### config.mk
export PLATFORM = sky130hd
export DESIGN_NAME = demux_1xn_stream_flat
export DESIGN_NICKNAME = d
export VERILOG_FILES = /design/src/rtl/demux_1xn_stream_pkg.sv /design/src/rtl/demux_1xn_stream_if.sv /design/src/rtl/demux_ch_buf.sv /design/src/rtl/demux_1xn_stream.sv /design/src/flat_wrapper.sv
export SDC_FILE = /design/constraint.sdc
export NUM_CORES = 1
export LEC_CHECK = 0
export CAP_MARGIN = 20
export CORE_MARGIN = 2
export CORE_UTILIZATION = 46
export CTS_BUF_LIST = sky130_fd_sc_hd__clkbuf_4
export DETAILED_ROUTE_END_ITERATION = 12
export PLACE_DENSITY = 0.82
export SETUP_SLACK_MARGIN = 0.05
export SYNTH_ARGS = -nofsm -noshare
export SYNTH_HDL_FRONTEND = slang
export SYNTH_SLANG_ARGS = --single-unit
### constraint.sdc
create_clock -name in_clk -period 1.8 [get_ports in_clk]
set_input_delay 0.27 -clock in_clk [delete_from_list [all_inputs] [get_ports in_clk]]
set_output_delay 0.27 -clock in_clk [all_outputs]
set_load 0.03 [all_outputs]
### src/rtl/demux_1xn_stream_pkg.sv
// demux_pkg: shared constants and helpers for the 1-to-N stream demux.
//   DEF_DATA_W / DEF_NUM_CH : default payload width and channel count
//   DROP_CNT_W              : width of the optional drop counter
//   clog2 / sel_w           : select-index width derivation
package demux_pkg;

    localparam int DEF_DATA_W = 8;
    localparam int DEF_NUM_CH = 4;
    localparam int DROP_CNT_W = 8;

    function automatic int clog2(input int v);
        int r;
        r = 0;
        while ((1 << r) < v) r = r + 1;
        return r;
    endfunction

    // A select index is always at least one bit wide, even for tiny channel counts.
    function automatic int sel_w(input int num_ch);
        return (clog2(num_ch) < 1) ? 1 : clog2(num_ch);
    endfunction

endpackage

### src/rtl/demux_1xn_stream_if.sv
// demux_1xn_stream_if: upstream handshake plus per-channel downstream bus.
//   in_valid/in_data/in_sel/in_bcast : upstream word, destination, broadcast flag
//   out_rdy                          : upstream ready
//   out_valid/out_data/in_ready      : per-channel stream, data flattened
//   out_err                          : out-of-range select pulse
// slave is the demux side, master is the upstream/downstream environment.
interface demux_1xn_stream_if
    import demux_pkg::*;
#(
    parameter int DATA_W = DEF_DATA_W,
    parameter int NUM_CH = DEF_NUM_CH
);
    localparam int SEL_W = sel_w(NUM_CH);

    logic                     in_valid;
    logic                     out_rdy;
    logic [DATA_W-1:0]        in_data;
    logic [SEL_W-1:0]         in_sel;
    logic                     in_bcast;
    logic [NUM_CH-1:0]        out_valid;
    logic [NUM_CH*DATA_W-1:0] out_data;
    logic [NUM_CH-1:0]        in_ready;
    logic                     out_err;

    modport slave (
        input  in_valid, in_data, in_sel, in_bcast, in_ready,
        output out_rdy, out_valid, out_data, out_err
    );

    modport master (
        output in_valid, in_data, in_sel, in_bcast, in_ready,
        input  out_rdy, out_valid, out_data, out_err
    );

endinterface

### src/rtl/demux_ch_buf.sv
// demux_ch_buf: one-deep output buffer for a single demux channel.
//   clk_i, rst_i : clock, synchronous active-high reset
//   load_i/data_i: write a new word (wins over a simultaneous drain)
//   ready_i      : downstream ready
//   valid_o/data_o: buffered word
//   free_o       : buffer can take a word this cycle (empty or draining)
module demux_ch_buf #(
    parameter int DATA_W = 8
) (
    input  logic              clk_i,
    input  logic              rst_i,
    input  logic              load_i,
    input  logic [DATA_W-1:0] data_i,
    input  logic              ready_i,
    output logic              valid_o,
    output logic [DATA_W-1:0] data_o,
    output logic              free_o
);
    logic              valid_q, valid_d;
    logic [DATA_W-1:0] data_q, data_d;

    always_comb begin
        valid_d = valid_q;
        data_d  = data_q;
        if (load_i) begin
            // Load during a drain keeps valid high: back-to-back words, no bubble.
            valid_d = 1'b1;
            data_d  = data_i;
        end else if (valid_q && ready_i) begin
            valid_d = 1'b0;
        end
    end

    always_ff @(posedge clk_i) begin
        if (rst_i) begin
            valid_q <= 1'b0;
            data_q  <= '0;
        end else begin
            valid_q <= valid_d;
            data_q  <= data_d;
        end
    end

    assign valid_o = valid_q;
    assign data_o  = data_q;
    assign free_o  = !valid_q || ready_i;

endmodule

### src/rtl/demux_1xn_stream.sv
// demux_1xn_stream: routes one upstream stream to NUM_CH one-deep channel
// buffers, by index or broadcast to all.
//   in_clk, in_rst : clock, synchronous active-high reset
//   bus (slave)    : upstream handshake, per-channel outputs, out_err pulse
//   out_drop_cnt   : saturating count of out-of-range words (only when
//                    DEMUX_STATS_EN is defined)
// Outputs depend on in_valid/in_data only through registers; out_rdy is a
// function of select, broadcast, channel state and in_ready.
module demux_1xn_stream
    import demux_pkg::*;
#(
    parameter int DATA_W = DEF_DATA_W,
    parameter int NUM_CH = DEF_NUM_CH
) (
    input  logic                  in_clk,
    input  logic                  in_rst,
    demux_1xn_stream_if.slave     bus
`ifdef DEMUX_STATS_EN
    ,
    output logic [DROP_CNT_W-1:0] out_drop_cnt
`endif
);
    localparam int SEL_W  = sel_w(NUM_CH);
    localparam int SEL_CH = 1 << SEL_W;

    logic [NUM_CH-1:0] ch_free;
    logic [SEL_CH-1:0] ch_free_pad;
    logic [NUM_CH-1:0] load;
    logic              sel_ok;
    logic              accept;
    logic              err_q, err_d;

    // Unused select codes read as free so they never stall; those words are dropped.
    generate
        if (SEL_CH > NUM_CH) begin : g_pad
            assign ch_free_pad = {{(SEL_CH-NUM_CH){1'b1}}, ch_free};
        end else begin : g_nopad
            assign ch_free_pad = ch_free;
        end
    endgenerate

    assign sel_ok = ({1'b0, bus.in_sel} < (SEL_W+1)'(NUM_CH));

    always_comb begin
        bus.out_rdy = 1'b0;
        if (!in_rst) begin
            // Broadcast waits for every channel so it is all-or-nothing.
            if (bus.in_bcast) bus.out_rdy = &ch_free;
            else              bus.out_rdy = ch_free_pad[bus.in_sel];
        end
    end

    assign accept = bus.in_valid && bus.out_rdy;
    assign err_d  = accept && !bus.in_bcast && !sel_ok;

    generate
        for (genvar i = 0; i < NUM_CH; i++) begin : g_ch
            assign load[i] = accept && (bus.in_bcast || (sel_ok && bus.in_sel == SEL_W'(i)));

            demux_ch_buf #(.DATA_W(DATA_W)) u_buf (
                .clk_i   (in_clk),
                .rst_i   (in_rst),
                .load_i  (load[i]),
                .data_i  (bus.in_data),
                .ready_i (bus.in_ready[i]),
                .valid_o (bus.out_valid[i]),
                .data_o  (bus.out_data[i*DATA_W +: DATA_W]),
                .free_o  (ch_free[i])
            );
        end
    endgenerate

    always_ff @(posedge in_clk) begin
        if (in_rst) err_q <= 1'b0;
        else        err_q <= err_d;
    end

    assign bus.out_err = err_q;

`ifdef DEMUX_STATS_EN
    logic [DROP_CNT_W-1:0] drop_q, drop_d;

    always_comb begin
        drop_d = drop_q;
        if (err_d && drop_q != '1) drop_d = drop_q + 1'b1;
    end

    always_ff @(posedge in_clk) begin
        if (in_rst) drop_q <= '0;
        else        drop_q <= drop_d;
    end

    assign out_drop_cnt = drop_q;
`endif

endmodule

### src/flat_wrapper.sv
// flat-port wrapper written by rule: the top's interface ports become plain ports
module demux_1xn_stream_flat import demux_pkg::*;
#(
    parameter int DATA_W = DEF_DATA_W,
    parameter int NUM_CH = DEF_NUM_CH
)
  (in_clk, in_rst, bus_in_valid, bus_in_data, bus_in_sel, bus_in_bcast, bus_in_ready, bus_out_rdy, bus_out_valid, bus_out_data, bus_out_err);
  demux_1xn_stream_if #(.DATA_W(DATA_W), .NUM_CH(NUM_CH)) bus_i ();
  input  logic in_clk;
  input  logic in_rst;
  input wire logic [$bits(bus_i.in_valid)-1:0] bus_in_valid;
  input wire logic [$bits(bus_i.in_data)-1:0] bus_in_data;
  input wire logic [$bits(bus_i.in_sel)-1:0] bus_in_sel;
  input wire logic [$bits(bus_i.in_bcast)-1:0] bus_in_bcast;
  input wire logic [$bits(bus_i.in_ready)-1:0] bus_in_ready;
  output wire logic [$bits(bus_i.out_rdy)-1:0] bus_out_rdy;
  output wire logic [$bits(bus_i.out_valid)-1:0] bus_out_valid;
  output wire logic [$bits(bus_i.out_data)-1:0] bus_out_data;
  output wire logic [$bits(bus_i.out_err)-1:0] bus_out_err;
  assign bus_i.in_valid = bus_in_valid;
  assign bus_i.in_data = bus_in_data;
  assign bus_i.in_sel = bus_in_sel;
  assign bus_i.in_bcast = bus_in_bcast;
  assign bus_i.in_ready = bus_in_ready;
  assign bus_out_rdy = bus_i.out_rdy;
  assign bus_out_valid = bus_i.out_valid;
  assign bus_out_data = bus_i.out_data;
  assign bus_out_err = bus_i.out_err;
  demux_1xn_stream #(.DATA_W(DATA_W), .NUM_CH(NUM_CH)) u_core (.in_clk(in_clk), .in_rst(in_rst), .bus(bus_i));
endmodule
Word level (Yosys, flattened, before mapping)
Index checks and enable logic that the tools add are counted.

Latch bits: 0. RAM bits: 0. Register bits after elaboration: 36. Memories kept: 0. ROM bits: 0. Input bits: 18.

Bitwise gates (word level): 0. Multipliers: 0. Shift-type cells: 0. Mux-type cells: 12. Reductions and logical operators: 27. Equal/unequal tests: 3. Div/mod/pow operators: 0. $lt $le $gt $ge: 1. $add $sub $neg: 0.

Operator list (number): 2-to-1 mux 1 bit (11); logical AND 1 bit (9); logical OR 1 bit (8); nonzero test 2 bit (4); == test 2 bit, second input constant (2); zero test 1 bit (4); AND reduction 4 bit (1); less-than comparator 2 x 3 -> 1 bit, second input constant (1); binary-select mux 1 bit (select 2 bit) (1); == test 2 x 1 -> 1 bit, second input constant (1); zero test 2 bit (1).

Depth between registers and ports, before layout
Gate-level depths: netlist of the first run.

Depth after elaboration: 9. Depth in mapped cells: 7. Depth with buffers taken out: 5.

Modules after synthesis
Synthesis of the first run repeated with hierarchy kept, for this count alone.

Cells, all modules: 142. Area, all modules: 1432.6 sq um.

By module, submodules not included: demux_ch_buf (area an instance 321.6 sq um, cells an instance 30, times used 4); demux_1xn_stream (area an instance 146.4 sq um, cells an instance 22, times used 1).

Least setup slack after synthesis of the first run
OpenSTA, ideal clock, no wires.

Path kind: input port to output port. From: in bus_in_bcast. To: out bus_out_rdy. Setup slack: 59 ps. Stages on the path: 6. Required time: 1530 ps. Arrival: 1471 ps. Path through: buf_2 -> a21oi_2 -> nor2_1 -> nor3_4 -> buf_6 -> and3_1.

Word-level cells in the longest chain between the ends: 2.

Ends and longest elaborated chain: start, declared (RTL line flat_wrapper.sv:14) `input wire logic [$bits(bus_i.in_bcast)-1:0] bus_in_bcast;`; 2-to-1 mux 1 bit (RTL line demux_1xn_stream.sv:48) `if (bus.in_bcast) bus.out_rdy = &ch_free;`; 2-to-1 mux 1 bit (RTL line demux_1xn_stream.sv:46) `if (!in_rst) begin`; end, declared (RTL line flat_wrapper.sv:16) `output wire logic [$bits(bus_i.out_rdy)-1:0] bus_out_rdy;`.

No other way between the ends.

Worst setup path after layout of the first run
From: in bus_in_ready[3]. To: out bus_out_rdy.

Word-level cells in the longest chain between the ends: 5.

Ends and longest elaborated chain: start, declared (RTL line flat_wrapper.sv:15) `input wire logic [$bits(bus_i.in_ready)-1:0] bus_in_ready;`; logical OR 1 bit (*) (RTL line demux_ch_buf.sv:46) `assign free_o = !valid_q || ready_i;`; binary-select mux 1 bit (select 2 bit) (RTL line demux_1xn_stream.sv:49) `else bus.out_rdy = ch_free_pad[bus.in_sel];`; 2-to-1 mux 1 bit (not written as such) (RTL line demux_1xn_stream.sv:49); 2-to-1 mux 1 bit (*) (RTL line demux_1xn_stream.sv:48); 2-to-1 mux 1 bit (*) (RTL line demux_1xn_stream.sv:46).

Mark *: on every way between the ends. The rest lies on a longest branch, timed or not. The select of a mux whose other input is x is not followed.

==> impl_metrics.py, run 1 <==
metrics = {
    "floorplan": {
        "design.die.area_sq_mm": 0.00393,
        "die_y_microns": 62.7,
        "core_area_sq_mm": 0.00331,
        "die_w_microns": 62.7,
        "start_util": 0.479,
        "pin_count": 56,
        "placementRows": 21,
    },
    "final_layout": {
        "stdcell_count": 296,
        "diodes": 0,
        "synthToLayoutAreaGrowth_pct": 46.1,
        "nFillCells": 283,
        "mostFrequentLayoutCell": "clkdlybuf4s50_1",
        "drive_above_1_share": 0.168,
        "layout_common_cells": "clkdlybuf4s50_1, a21oi_1, dfxtp_1, nand3_1, o21ai_1",
        "ff_latch_area_sq_um": 722,
        "multi_input_area_sq_um": 754,
        "layout.nets": 267,
    },
    "setup_path": {
        "cp-start-kind": "primary input",
        "reg2reg_depth": 5,
        "timing.rr.start": "u_core.g_ch[1].u_buf.valid_o",
        "max_stage_delay_ns": 0.45,
        "path_cells": "clkdlybuf4s50_1 > nand2b_1 > nor2_1 > nor3_4 > and3_4 > buf_6",
        "crit_type": "in2out",
        "r2r_setup_slack_ns": 0.30,
        "crit_required_ns": 1.53,
        "crit_fanout": 2,
        "critPathArrivalTime_ns": 1.43,
        "end_kind": "output pin",
        "timing.rr.end": "u_core.g_ch[2].u_buf.data_o[0]",
        "crit_slowest_cell": "clkdlybuf4s50_1",
    },
    "grt": {
        "met2_usage": 0.364,
        "grt_use_met3": 0.0541,
        "overflow": 0,
        "grt_pass1_wl_microns": 7210,
        "grt_most_used_layer": "met2",
        "grt_use_met1": 0.301,
        "antenna_found_initial": 0,
        "grt_pass1_vias": 1529,
        "gr-usage-all-layers": 0.230,
        "grt_max_degree": 33,
    },
    "synth": {
        "synthMuxAreaShare": 0,
        "synth_top_family_by_area": "compound AO/OA/AOI/OAI gates",
        "synth_fa_ha_area_frac": 0,
        "ys_seq_elements": 36,
        "synth-compound-area-share": 0.262,
        "synth_nets": 204,
        "synthXorXnorAreaFrac": 0,
        "synth_area_sq_mm": 0.00159,
        "yosysSeqAreaShare": 0.455,
        "yosysWarnings": 0,
        "synth-simple-area-share": 0.189,
        "yosysUniqueCellTypes": 26,
        "syn_area_per_cell_sq_um": 8.52,
        "syn-instance-count": 186,
    },
    "clock_tree": {
        "clockBufferDepth": 2,
        "insertion_delay_ns": 0.33,
        "ctsHoldBuffers": 0,
        "clk_pin_slew_ns": 0.10,
        "clkSinkCount": 36,
        "htreeDepth": 2,
        "cts_root_buffer": "clkbuf_4",
        "cts_buffers": 5,
        "cts_tree": "built",
    },
    "worst_hold_path": {
        "whs_path_depth": 3,
        "hold_end": "u_core.g_ch[1].u_buf.valid_o",
        "hold_class": "in2reg",
        "hold_start": "bus_in_ready[1]",
    },
    "placed_design": {
        "io_buffers": 54,
        "gp_congestion": 0.756,
        "dpl.hpwl_microns": 3000,
        "place_inst": 286,
        "post-place-ws_ns": -0.201,
    },
    "outcome": {
        "status": "complete, no violations",
    },
    "timing": {
        "drv_slew": 0,
        "fin_setup_tns_ns": 0,
        "fin_ws_ns": 0.101,
        "period_minus_slack_ns": 1.70,
        "fmax_mhz": 589,
        "skew_ns": 0.0133,
        "final_hold_viol_count": 0,
        "setup_viol": 0,
        "fin_crit_sh": 0.944,
        "rsz0062_at_grt": "no",
    },
    "pwr": {
        "p_leak_uw": 0.000811,
        "power_density_mw_per_mm2": 786,
        "p_total_uw": 1820,
        "vdd_drop_max_uv": 562,
    },
    "detailed_routing": {
        "drt_iter0_markers": 155,
        "post_drt_via_cell_ratio": 5.39,
        "drcViolationCount": 0,
        "dr_total_vias": 1595,
        "post_drt_wl_per_cell_microns": 14.4,
        "drt-total-wl_microns": 4260,
        "drt-pass1-iter-count": 4,
        "ant_nets": 0,
    },
    "job": {
        "cap_violations": 0,
    },
}
[per-stage QoR]
step | hold WS (ns) | utilization | cell area (sq um)
after CTS | 0.338 | 0.696 | 2300
after global routing | 0.313 | 0.700 | 2320
after floorplan | 0.418 | - | 1590
final | 0.331 | 0.700 | 2320
after detailed placement | 0.473 | 0.660 | 2190
after global placement | 0.467 | 0.660 | 2190
[sequential cells by signal, summed over array words and instances, names as in the netlist]
signal                     count
u_core.g_ch.u_buf.data_o      32
u_core.g_ch.u_buf.valid_o      4
[cells by family after synthesis]
logic type             Yosys count
buffers and inverters           20
flip-flops                      36
other                            1
AO/OA/AOI/OAI                   76
AND/OR/NAND/NOR                 53
[critical path, delay by kind of cell]
| kind | cells | cell delay, ns |
|---|---|---|
| and+or+nand+nor | 4 | 0.58 |
| buffers and inverters | 2 | 0.57 |
[power by group]
| part | switching, uW | internal [uW] |
|---|---|---|
| combinational | 229 | 175 |
| sequential | 18.2 | 830 |
| clock | 263 | 306 |
[cell type report]
class,instances,area share
Multi-Input combinational cell,130,0.326
Sequential cell,36,0.312
Timing Repair Buffer,76,0.303
Tap cell,46,0.0249
Clock buffer,6,0.0194
Clock inverter,2,0.0151
[synth_stat cells]
| master | instances | area, sq um |
|---|---|---|
| or3_4 | 1 | 11.3 |
| a21oi_2 | 1 | 8.76 |
| and3_1 | 1 | 6.26 |
| nor2_1 | 3 | 11.3 |
| conb_1 | 1 | 3.75 |
| o21bai_1 | 1 | 7.51 |
| nand2b_1 | 4 | 25.0 |
| buf_4 | 5 | 37.5 |
| o21ba_2 | 1 | 10.0 |
| nand4_1 | 1 | 6.26 |
| nand4b_1 | 1 | 8.76 |
| o2111ai_1 | 2 | 17.5 |
| o21ai_2 | 1 | 8.76 |
| nand2_1 | 3 | 11.3 |
| buf_6 | 6 | 67.6 |
| and4_1 | 1 | 8.76 |
| nor2b_1 | 4 | 25.0 |
| buf_2 | 5 | 25.0 |
| a21oi_1 | 36 | 180 |
| nand3_1 | 32 | 160 |
| dfxtp_1 | 36 | 721 |
| and4b_1 | 1 | 10.0 |
| clkbuf_1 | 4 | 15.0 |
| o2111a_1 | 2 | 22.5 |
| o21ai_1 | 32 | 160 |
| nor3_4 | 1 | 16.3 |
[per-layer routing]
| metal | part of all wire | vias to the layer above |
|---|---|---|
| li1 | - | 797 |
| met5 | 0 | - |
| met1 | 0.43 | 726 |
| met4 | 0.017 | 0 |
| met2 | 0.49 | 63 |
| met3 | 0.062 | 9 |
[what timing repair did]
| item | CTS | global route |
|---|---|---|
| pin swaps | 2 | 2 |
| buffers inserted | 1 | 1 |
| endpoints found under the setup margin | 1 | 1 |
| gates resized for setup | 11 | 2 |
[worst max path at each step]
stage | start | to | slack [ns] | cells past startpoint
finish | bus_in_ready[3] | bus_out_rdy | 0.10 | 6
global route | bus_in_ready[3] | bus_out_rdy | 0.05 | 6
CTS | u_core.g_ch[2].u_buf.valid_o | bus_out_rdy | 0.09 | 4
floorplan | bus_in_bcast | bus_out_rdy | 0.06 | 6
global placement | bus_in_sel[1] | u_core.g_ch[2].u_buf.data_o[7] | -0.16 | 6
detailed placement | bus_in_sel[0] | u_core.g_ch[0].u_buf.data_o[2] | -0.20 | 6
No activity file was read; power rests on OpenSTA's default activity.
==> run 2: changes to the inputs <==
RECOVER_POWER = 100   (was default)
==> impl_metrics.py, run 2 (same netlist as run 1, synthesis figures left out) <==
metrics = {
    "outcome": {
        "status": "complete, no violations",
    },
    "final_layout": {
        "largest_reg_flops": 32,
        "layout.nets": 267,
        "synthToLayoutAreaGrowth_pct": 45.6,
        "layout_common_cells": "a21oi_1, dfxtp_1, dlygate4sd3_1, nand3_1, o21ai_1",
        "final_area_sq_mm": 0.00231,
        "mostFrequentLayoutCell": "a21oi_1",
        "diodes": 0,
        "post-route-util": 0.697,
        "drive_above_1_share": 0.164,
    },
    "grt": {
        "grt_pass1_vias": 1529,
        "overflow": 0,
        "grt_use_met1": 0.301,
        "grt_use_met3": 0.0541,
        "grt_most_used_layer": "met2",
        "antenna_found_initial": 0,
        "grt_pass1_wl_microns": 7210,
        "met2_usage": 0.364,
        "grt_max_degree": 33,
        "gr-usage-all-layers": 0.230,
    },
    "clock_tree": {
        "cts_tree": "built",
        "ctsHoldBuffers": 0,
        "cts_root_buffer": "clkbuf_4",
        "cts_buffers": 5,
        "insertion_delay_ns": 0.33,
        "clockBufferDepth": 2,
        "htreeDepth": 2,
        "clkSinkCount": 36,
        "clk_pin_slew_ns": 0.10,
    },
    "setup_path": {
        "crit_fanout": 2,
        "crit_family": "buffers and inverters",
        "crit_required_ns": 1.53,
        "crit_buf_inv": 1,
        "crit_slowest_cell": "dlygate4sd3_1",
        "crit_type": "reg2out",
        "end_kind": "output pin",
        "path_cells": "dlygate4sd3_1",
        "max_stage_delay_ns": 0.75,
        "crit_cells": 1,
        "critPathArrivalTime_ns": 1.44,
        "reg2reg_depth": 8,
        "cp-start-kind": "flip-flop",
    },
    "timing": {
        "fin_crit_sh": 0.948,
        "drv_slew": 0,
        "skew_ns": 0.0163,
        "rsz0062_at_grt": "no",
        "fmax_mhz": 586,
        "period_minus_slack_ns": 1.71,
        "final_hold_viol_count": 0,
        "setup_viol": 0,
    },
    "placed_design": {
        "dpl.hpwl_microns": 3000,
        "io_buffers": 54,
        "gp_congestion": 0.756,
        "place_area_sq_mm": 0.00219,
    },
    "detailed_routing": {
        "drcViolationCount": 0,
        "drt_iter0_markers": 142,
        "drt-pass1-iter-count": 4,
        "post_drt_wl_per_cell_microns": 14.4,
        "drt-total-wl_microns": 4270,
        "ant_nets": 0,
        "dr_total_vias": 1613,
        "post_drt_via_cell_ratio": 5.45,
    },
    "floorplan": {
        "die_y_microns": 62.7,
        "start_util": 0.479,
        "pin_count": 56,
        "core_area_sq_mm": 0.00331,
        "design.die.area_sq_mm": 0.00393,
        "placementRows": 21,
        "die_w_microns": 62.7,
    },
    "job": {
        "cap_violations": 0,
    },
    "pwr": {
        "p_total_uw": 1810,
        "vdd_drop_max_uv": 563,
        "power_density_mw_per_mm2": 785,
        "p_leak_uw": 0.000915,
    },
    "worst_hold_path": {
        "whs_path_depth": 3,
        "hold_class": "in2reg",
    },
}
## run 2: cell types whose count changed in the layout (fill, tap and decap cells not counted)
cell	delta
and3_1	+1
clkbuf_2	+1
clkbuf_4	+2
clkdlybuf4s50_1	-33
dlygate4sd3_1	+33
and3_4	-1
buf_4	-3
## run 2: repair_timing
item,in CTS,in global routing
gates resized for setup,11,2
setup buffers,1,1
endpoints found under the hold margin,0,0
setup endpoints to repair,1,1
pin swaps,2,2
## run 2: through the flow
stage	hold WS (ns)	setup WS (ns)	cells	setup TNS, ns
2_1_floorplan	0.418	0.0591	186	0
3_3_place_gp	0.467	-0.163	286	-5.38
3_5_place_dp	0.473	-0.201	286	-6.23
4_1_cts	0.338	0.0855	295	0
5_1_grt	0.313	0.0312	296	0
6_report	0.327	0.0928	296	0
## run 2: area by class of cell
cell class	instances	area, sq um
fillers	285	1000
multi-input cells	130	749
flip-flops and latches	36	722
repair buffers	76	699
well taps	46	57.6
clock buffers	6	45.0
clock inverters	2	35.0
## run 2: final timing paths
kind	slack, ns	end	startpoint
worst max-delay path	0.09	bus_out_data[16]	u_core.g_ch[2].u_buf.data_o[0]
worst min-delay path	0.33	u_core.g_ch[1].u_buf.valid_o	bus_in_ready[1]
worst max register to register	0.25	u_core.g_ch[2].u_buf.data_o[4]	u_core.g_ch[1].u_buf.valid_o
worst min register to register	0.48	u_core.g_ch[3].u_buf.data_o[3]	u_core.g_ch[3].u_buf.data_o[3]
## run 2: where the power goes
part / total [uW] / switching (uW) / internal (uW)
Sequential: 847 / 16.7 / 830
Clock: 574 / 268 / 307
Combinational: 391 / 230 / 161
## run 2: layer usage
metal | vias to the layer above | share of wire
met5 | - | 0
met4 | 0 | 0.013
met3 | 6 | 0.075
met2 | 67 | 0.48
met1 | 741 | 0.43
li1 | 799 | -
